`src/rtl/ne16_input_buffer_loader_pkg.sv`:
```
// Shared types and constants for the NE16 input buffer fill stage.
package ne16_input_buffer_loader_pkg;

    typedef enum logic [1:0] {
        IDLE = 2'd0,
        LOAD = 2'd1,
        FULL = 2'd2
    } ne16_inbuf_loader_state_e;

    localparam int unsigned NE16_INBUF_NUM_WORDS = 25;

endpackage

```
`src/rtl/ne16_input_buffer_loader.sv`:
```
// Fill stage ahead of the NE16 input buffer SCM: turns streamer beats into registered writes.
// Optional zero-padding of selected addresses is enabled with NE16_INPUT_BUFFER_LOADER_PAD_EN.
module ne16_input_buffer_loader
    import ne16_input_buffer_loader_pkg::*;
#(
    parameter int unsigned ADDR_WIDTH = 5,
    parameter int unsigned DATA_WIDTH = 128,
    parameter int unsigned NUM_WORDS  = NE16_INBUF_NUM_WORDS,
    localparam int unsigned NB_WIDTH  = $clog2(NUM_WORDS + 1)
) (
    input  logic                  clk_i,
    input  logic                  rst_ni,
    input  logic                  clear_i,
    input  logic                  start_i,
    input  logic [NB_WIDTH-1:0]   nb_words_i,
    input  logic [NUM_WORDS-1:0]  pad_mask_i,
    input  logic                  release_i,
    input  logic                  in_valid_i,
    output logic                  in_ready_o,
    input  logic [DATA_WIDTH-1:0] in_data_i,
    output logic                  buf_we_o,
    output logic [ADDR_WIDTH-1:0] buf_waddr_o,
    output logic [DATA_WIDTH-1:0] buf_wdata_o,
    output logic                  buf_clear_o,
    output logic                  busy_o,
    output logic                  full_o,
    output logic                  done_o
);

    localparam int unsigned EXT_WIDTH = ((ADDR_WIDTH > NB_WIDTH) ? ADDR_WIDTH : NB_WIDTH) + 1;

    ne16_inbuf_loader_state_e state_q;
    logic [ADDR_WIDTH-1:0]    wordCnt_q;
    logic [ADDR_WIDTH-1:0]    waddr_q;
    logic [NB_WIDTH-1:0]      nbWords_q;
    logic [DATA_WIDTH-1:0]    wdata_q;
    logic                     we_q;
    logic                     bufClear_q;
    logic                     done_q;

    logic [NB_WIDTH-1:0]      nbClamped;
    logic                     padWord;
    logic                     inReady;
    logic                     commit;
    logic                     lastWord;

    assign nbClamped = ((nb_words_i == '0) || (nb_words_i > NB_WIDTH'(NUM_WORDS)))
                       ? NB_WIDTH'(NUM_WORDS) : nb_words_i;

`ifdef NE16_INPUT_BUFFER_LOADER_PAD_EN
    logic [NUM_WORDS-1:0] padMask_q;

    // The mask is captured together with the word count so it stays stable for the whole tile.
    always_ff @(posedge clk_i or negedge rst_ni) begin
        if (!rst_ni) begin
            padMask_q <= '0;
        end else if (!clear_i && (state_q == IDLE) && start_i) begin
            padMask_q <= pad_mask_i;
        end
    end

    assign padWord = (state_q == LOAD) && padMask_q[wordCnt_q];
`else
    logic unusedPadMask;
    assign unusedPadMask = ^pad_mask_i;
    assign padWord       = 1'b0;
`endif

    // A pad address commits by itself; a real address needs a beat.
    assign inReady  = (state_q == LOAD) && !padWord && !clear_i;
    assign commit   = (state_q == LOAD) && !clear_i && (padWord || in_valid_i);
    assign lastWord = (EXT_WIDTH'(wordCnt_q) + EXT_WIDTH'(1)) == EXT_WIDTH'(nbWords_q);

    always_ff @(posedge clk_i or negedge rst_ni) begin
        if (!rst_ni) begin
            state_q    <= IDLE;
            wordCnt_q  <= '0;
            nbWords_q  <= '0;
            waddr_q    <= '0;
            wdata_q    <= '0;
            we_q       <= 1'b0;
            bufClear_q <= 1'b0;
            done_q     <= 1'b0;
        end else begin
            we_q       <= 1'b0;
            done_q     <= 1'b0;
            bufClear_q <= 1'b0;
            if (clear_i) begin
                state_q    <= IDLE;
                wordCnt_q  <= '0;
                bufClear_q <= 1'b1;
            end else begin
                case (state_q)
                    IDLE: begin
                        if (start_i) begin
                            state_q   <= LOAD;
                            nbWords_q <= nbClamped;
                            wordCnt_q <= '0;
                        end
                    end
                    LOAD: begin
                        if (commit) begin
                            we_q    <= 1'b1;
                            waddr_q <= wordCnt_q;
                            wdata_q <= padWord ? '0 : in_data_i;
                            if (lastWord) begin
                                state_q <= FULL;
                                done_q  <= 1'b1;
                            end else begin
                                wordCnt_q <= wordCnt_q + 1'b1;
                            end
                        end
                    end
                    FULL: begin
                        if (release_i) begin
                            state_q <= IDLE;
                        end
                    end
                    default: state_q <= IDLE;
                endcase
            end
        end
    end

    assign in_ready_o  = inReady;
    assign buf_we_o    = we_q;
    assign buf_waddr_o = waddr_q;
    assign buf_wdata_o = wdata_q;
    assign buf_clear_o = bufClear_q;
    assign busy_o      = (state_q != IDLE);
    assign full_o      = (state_q == FULL);
    assign done_o      = done_q;

endmodule

```
`config.mk`:
```
export PLATFORM = sky130hd
export DESIGN_NAME = ne16_input_buffer_loader
export DESIGN_NICKNAME = d
export VERILOG_FILES = /design/src/rtl/ne16_input_buffer_loader_pkg.sv /design/src/rtl/ne16_input_buffer_loader.sv
export SDC_FILE = /design/constraint.sdc
export NUM_CORES = 1
export LEC_CHECK = 0
export BUFFER_PORTS_ARGS = -buffer_cell sky130_fd_sc_hd__buf_2
export CORE_UTILIZATION = 29
export CTS_BUF_LIST = sky130_fd_sc_hd__clkbuf_8
export DETAILED_ROUTE_END_ITERATION = 8
export PLACE_DENSITY = 0.56
export SETUP_SLACK_MARGIN = 0.05
export SKIP_CTS_REPAIR_TIMING = 1
export SYNTH_ARGS = -nofsm -noshare
export SYNTH_HDL_FRONTEND = slang
export SYNTH_SLANG_ARGS = --single-unit
```
`constraint.sdc`:
```
create_clock -name clk_i -period 5.8 [get_ports clk_i]
set_clock_uncertainty 0.2 [all_clocks]
set_input_delay 0.58 -clock clk_i [delete_from_list [all_inputs] [get_ports clk_i]]
set_output_delay 0.58 -clock clk_i [all_outputs]
set_load 0.02 [all_outputs]
```
-- Yosys cells after proc, flatten, opt, wreduce, memory -nomap -nowiden
Cells that the tools add are included.
- output and inout bits: 139
- logic and storage cells: 52
- flip-flop bits (word level): 148
- input bits: 164
- mux-type cells: 20
- reductions and logical operators: 12
- bitwise operators: 1
- $add $sub $neg: 2
- order comparisons: 1
- equal/unequal tests: 8
- operator list (operator ; number):
    5-bit two-way mux ; 5
    3-bit != test (second input constant) ; 5
    2-bit two-way mux ; 5
    5-bit one-hot mux with 2 select lines ; 1
    1-bit two-way mux ; 8
    4-bit AND reduction ; 2
    5-bit by 1-bit adder with 6-bit output (second input constant) ; 1
    6-bit by 5-bit equality test with 1-bit output ; 1
    2-bit one-hot mux with 3 select lines ; 1
    3-bit AND reduction ; 2
    5-bit by 1-bit adder with 5-bit output (second input constant) ; 1
    5-bit > comparator (second input constant) ; 1
    5-bit zero test ; 1
    3-bit nonzero test ; 1
    2-bit by 1-bit equality test with 1-bit output (second input constant) ; 1
    2-bit equality test (second input constant) ; 1
    1-bit logical AND ; 2
    2-bit zero test ; 1
    2-bit nonzero test ; 1
    1-bit zero test ; 1
    1-bit logical OR ; 1
    1-bit inverter ; 1

-- Depth between registers and ports, before layout
- depth after elaboration: 6
- depth in mapped cells: 8
- mapped depth without buffers: 6

-- Worst setup path after synthesis
Ideal clock, no wire load.
- path type: reg-to-reg
- from: register wordCnt_q[0]
- to: register wordCnt_q[0]
- path buffers: 0
- arrival: 1.798 ns
- setup slack: 3.677 ns
- required time: 5.475 ns
- clock period less this slack: 2.123 ns
- setup time: 0.125 ns
- stages on the path, launching flop included: 7
- cells stage by stage: dfrtp_1 > ha_1 > xor2_1 > a211oi_2 > nand4_4 > and2_2 > mux2_4
- word-level cells in the longest chain between the ends: 5
- elaborated cells between the ends (all ways): 9
- those cells by class: add/sub (2); eq/ne (2); mux (4); reduce/logical (1)
- ends and longest elaborated chain (what ; RTL line ; text):
    start, declared ; ne16_input_buffer_loader.sv:33 ; logic [ADDR_WIDTH-1:0] wordCnt_q;
    start signal, assigned ; ne16_input_buffer_loader.sv:110 ; wordCnt_q <= wordCnt_q + 1'b1;
    branches (longest 5 deep; another with 5-bit by 1-bit adder with 6-bit output) ; - ;
Several ways; the timed one is not identified. The select of a mux whose other input is x is not followed.
A chain may end at the register's enable or synchronous reset.

-- Worst setup path in the final report
- from: register state_q[1]
- to: register wdata_q[93] (netlist: buf_wdata_o[93])
- word-level cells in the longest chain between the ends: 4
- ends and longest elaborated chain (what ; RTL line ; text):
    start, declared ; ne16_input_buffer_loader.sv:32 ; ne16_inbuf_loader_state_e state_q;
    start signal, assigned ; ne16_input_buffer_loader.sv:76 ; state_q <= IDLE;
    start signal, assigned ; ne16_input_buffer_loader.sv:89 ; state_q <= IDLE;
    start signal, assigned ; ne16_input_buffer_loader.sv:96 ; state_q <= LOAD;
    2-bit by 1-bit equality test with 1-bit output * ; ne16_input_buffer_loader.sv:71, ne16_input_buffer_loader.sv:93 ;
    1-bit logical AND (2 in series) ; ne16_input_buffer_loader.sv:71 ; assign commit = (state_q == LOAD) && !clear_i && (padWord || in_valid_i);
    3-bit AND reduction (no line) * ; - ;
    end signal, assigned ; ne16_input_buffer_loader.sv:105 ; wdata_q <= padWord ? '0 : in_data_i;
    end, declared ; ne16_input_buffer_loader.sv:36 ; logic [DATA_WIDTH-1:0] wdata_q;
Mark *: on every way between the ends. The rest lies on a longest branch, timed or not.

==> results.yml <==
clock_tree:
  htree_levels: 4
  tritoncts: "yes"
  clock_latency_ns: 0.42
  clkTransAtPathRegs_ns: 0.08
  cts_buffers: 17
  cts_root_buf: "clkbuf_8"
  clkSinkCount: 148
  clk_path_buf_depth: 2
timing:
  fmax_ghz: 0.324
  hold_viol: 0
  final_max_slew_viol_count: 0
  tightestPinTransition_ns: 1.11
  holdWs_ns: 0.0544
  max_slew_margin_pct: 26.2
  finalSetupViolations: 0
  rsz0062_at_grt: "false"
  post-route-period-util_pct: 53.2
  tns_ns: 0
  min_period_ns: 3.09
setup_path:
  slowest_delay_ns: 0.95
  worst_path_most_repeated_cell: "nand2_1"
  startpoint: "state_q[1]"
  cp.arrival_ns: 3.25
  crit_fanout: 105
  reg2reg_from: "state_q[1]"
  r2r-end: "buf_wdata_o[93]"
  slowest_stage: "inv_4"
  rrSetupSlack_ns: 2.71
  critical_path_required_ns: 5.96
  critPathKind: "reg -> reg"
  critPathLaunchType: "flip-flop"
  crit_end: "buf_wdata_o[93]"
  ff2ff_path_depth: 7
  cp-end-kind: "flip-flop"
  crit_chain: "nor2_1 -> and2_1 -> nand2_4 -> inv_4 -> buf_4 -> nand2_1 -> nand2_1"
yosys:
  yosysWarnings: 0
  netlist.area_leader.share_pct: 64.2
  synthMostInstantiatedCell: "nand2_1"
  synthesis.area_per_instance_sq_um: 9.06
  syn_area_sq_mm: 0.00577
  synth-main-ff-cell: "dfrtp_1"
  ys_top_cells_by_area: "dfrtp_1 64%, nand2_1 26%, buf_2 1.9%"
  synth_top_area_cell: "dfrtp_1"
  synth_fp_nets: 802
  ys_ff_latch: 148
  netlist_top_cells_count: "403 x nand2_1, 148 x dfrtp_1, 22 x buf_2, 14 x nor2_1, 7 x clkbuf_1"
  ys_types: 30
  synthArstFlopShare_pct: 100
  ys_seq_area_share_pct: 64.2
  synth_edf_count: 0
  synthCells: 637
global_routing:
  grt-ovfl-total: 0
  antenna_found_initial: 0
  first_global_vias: 4552
  grt_pass1_wl_um: 23000
  grt_max_degree: 106
  grt_use_total_pct: 14.5
cells_and_area:
  fillers: 1974
  diodes: 0
  layout.nets: 1071
  seq_area_sq_mm: 0.00370
  area_growth_pct: 36.4
  multi_input_area_sq_mm: 0.00191
  drive_gt1_share_pct: 35.1
power:
  p_comb_share_pct: 24.2
  p_leak_nw: 4.62
  switchingPower_w: 0.000978
  power.density_mw_per_mm2: 387
  netSwitchingFraction_pct: 32.1
  internal_power_w: 0.00207
  ir_drop_mv: 0.158
  seqPwrFrac_pct: 43.3
  clkPwrFrac_pct: 32.6
route:
  ant_nets: 0
  drc: 0
  wirelength_um: 14900
  wl_per_cell_um: 12.6
  drtIter0Drc: 188
  met2_length_um: 7000
  drt-met1-wl_um: 6620
  firstDrtPassIters: 4
  met3_length_um: 1200
  top_layer_used: "met4"
  via_per_inst: 4.13
  num_vias: 4887
die:
  row_count: 51
  ios: 303
  die_area_sq_mm: 0.0205
  core_area_sq_mm: 0.0195
  die_y_um: 143
  start_util_pct: 29.7
  fp.dieW_um: 143
place:
  port_buffers: 277
  dp_hpwl_um: 10100
  gp_congestion: 0.733
run_status:
  status: "finished clean"
hold_path:
  hp-class: "in -> async"
flow_run:
  drv_cap: 0
worst min path at each step:
stage,start,endpoint,slack [ns],depth (start not counted)
final,rst_ni,buf_wdata_o[23],0.05,1
after global routing,clear_i,buf_clear_o,0.09,1
after CTS,rst_ni,buf_wdata_o[23],0.07,1
after detailed placement,buf_wdata_o[40],buf_wdata_o[40],0.26,2
after global placement,buf_wdata_o[98],buf_wdata_o[98],0.25,2
after floorplan,rst_ni,buf_clear_o,0.08,0
stage by stage:
step / cell area (sq um) / setup slack, ns / total power, W / util (%) / std cells
final: 7870 / 2.71 / 0.00305 / 40.5 / 1183
after global routing: 7870 / 2.41 / 0.00323 / 40.5 / 1183
after floorplan: 5770 / 3.68 / 0.00177 / - / 637
after detailed placement: 7380 / 2.35 / 0.00209 / 37.9 / 1152
after global placement: 7380 / 2.35 / 0.00207 / 37.9 / 1152
after CTS: 7870 / 2.66 / 0.00310 / 40.5 / 1183
layout by cell type, fill, tap and decap left out, types with 3 or more instances in the layout:
master | synthesis | routed
nand3_1 | 4 | 4
buf_2 | 22 | 276
nand2_1 | 403 | 402
nor4_1 | 3 | 3
inv_1 | 4 | 4
bufinv_16 | 0 | 7
nor2_1 | 14 | 14
dfrtp_1 | 148 | 148
clkbuf_8 | 0 | 17
buf_4 | 0 | 3
clkinv_4 | 0 | 3
xor2_1 | 3 | 3
a21oi_1 | 3 | 3
xnor2_1 | 5 | 5
routing by layer:
| layer | up-vias | GRT usage (%) |
|---|---|---|
| met5 | - | 0 |
| met4 | 0 | 4.58 |
| met3 | 8 | 5.16 |
| met2 | 171 | 23.0 |
| met1 | 2231 | 18.4 |
| li1 | 2477 | - |
power by group through the flow:
stage / Sequential, W / Combinational (W) / Clock (W)
6_report: 0.00132 / 0.000736 / 0.000992
5_1_grt: 0.00135 / 0.000812 / 0.00107
4_1_cts: 0.00132 / 0.000749 / 0.00103
3_5_place_dp: 0.00134 / 0.000750 / 0
3_3_place_gp: 0.00133 / 0.000742 / 0
2_1_floorplan: 0.00158 / 0.000188 / 0
flip-flops by register name, summed over array words and instances, names as in the netlist:
signal	count
buf_clear_o	1
state_q	2
wordCnt_q	5
buf_wdata_o	128
buf_we_o	1
nbWords_q	5
buf_waddr_o	5
done_o	1
area by class of cell:
cell class	count	area share (%)
timing repair buffer	280	18.0
multi-input combinational	455	24.3
tap	265	4.21
inverter	4	0.222
clock inverter	14	3.29
sequential	148	47.0
clock buffer	17	2.97
worst max-delay path, delay by kind of cell, from the launching register on:
kind	cells	cell delay, ns
buf+inv	2	1.44
simple gates	5	0.89
flops	1	0.41
kinds of logic (layout without fill, tap and decap cells):
| group | after synthesis | count (layout) | synth area share (%) |
|---|---|---|---|
| simple gates | 430 | 430 | 28.7 |
| buf+inv | 34 | 315 | 2.82 |
| fa+ha+maj | 1 | 1 | 0.217 |
| flops | 148 | 148 | 64.2 |
| compound gates | 14 | 14 | 2.30 |
| xor+xnor | 9 | 9 | 1.50 |
| mux | 1 | 1 | 0.260 |
Power figures use the tool's default switching activity.
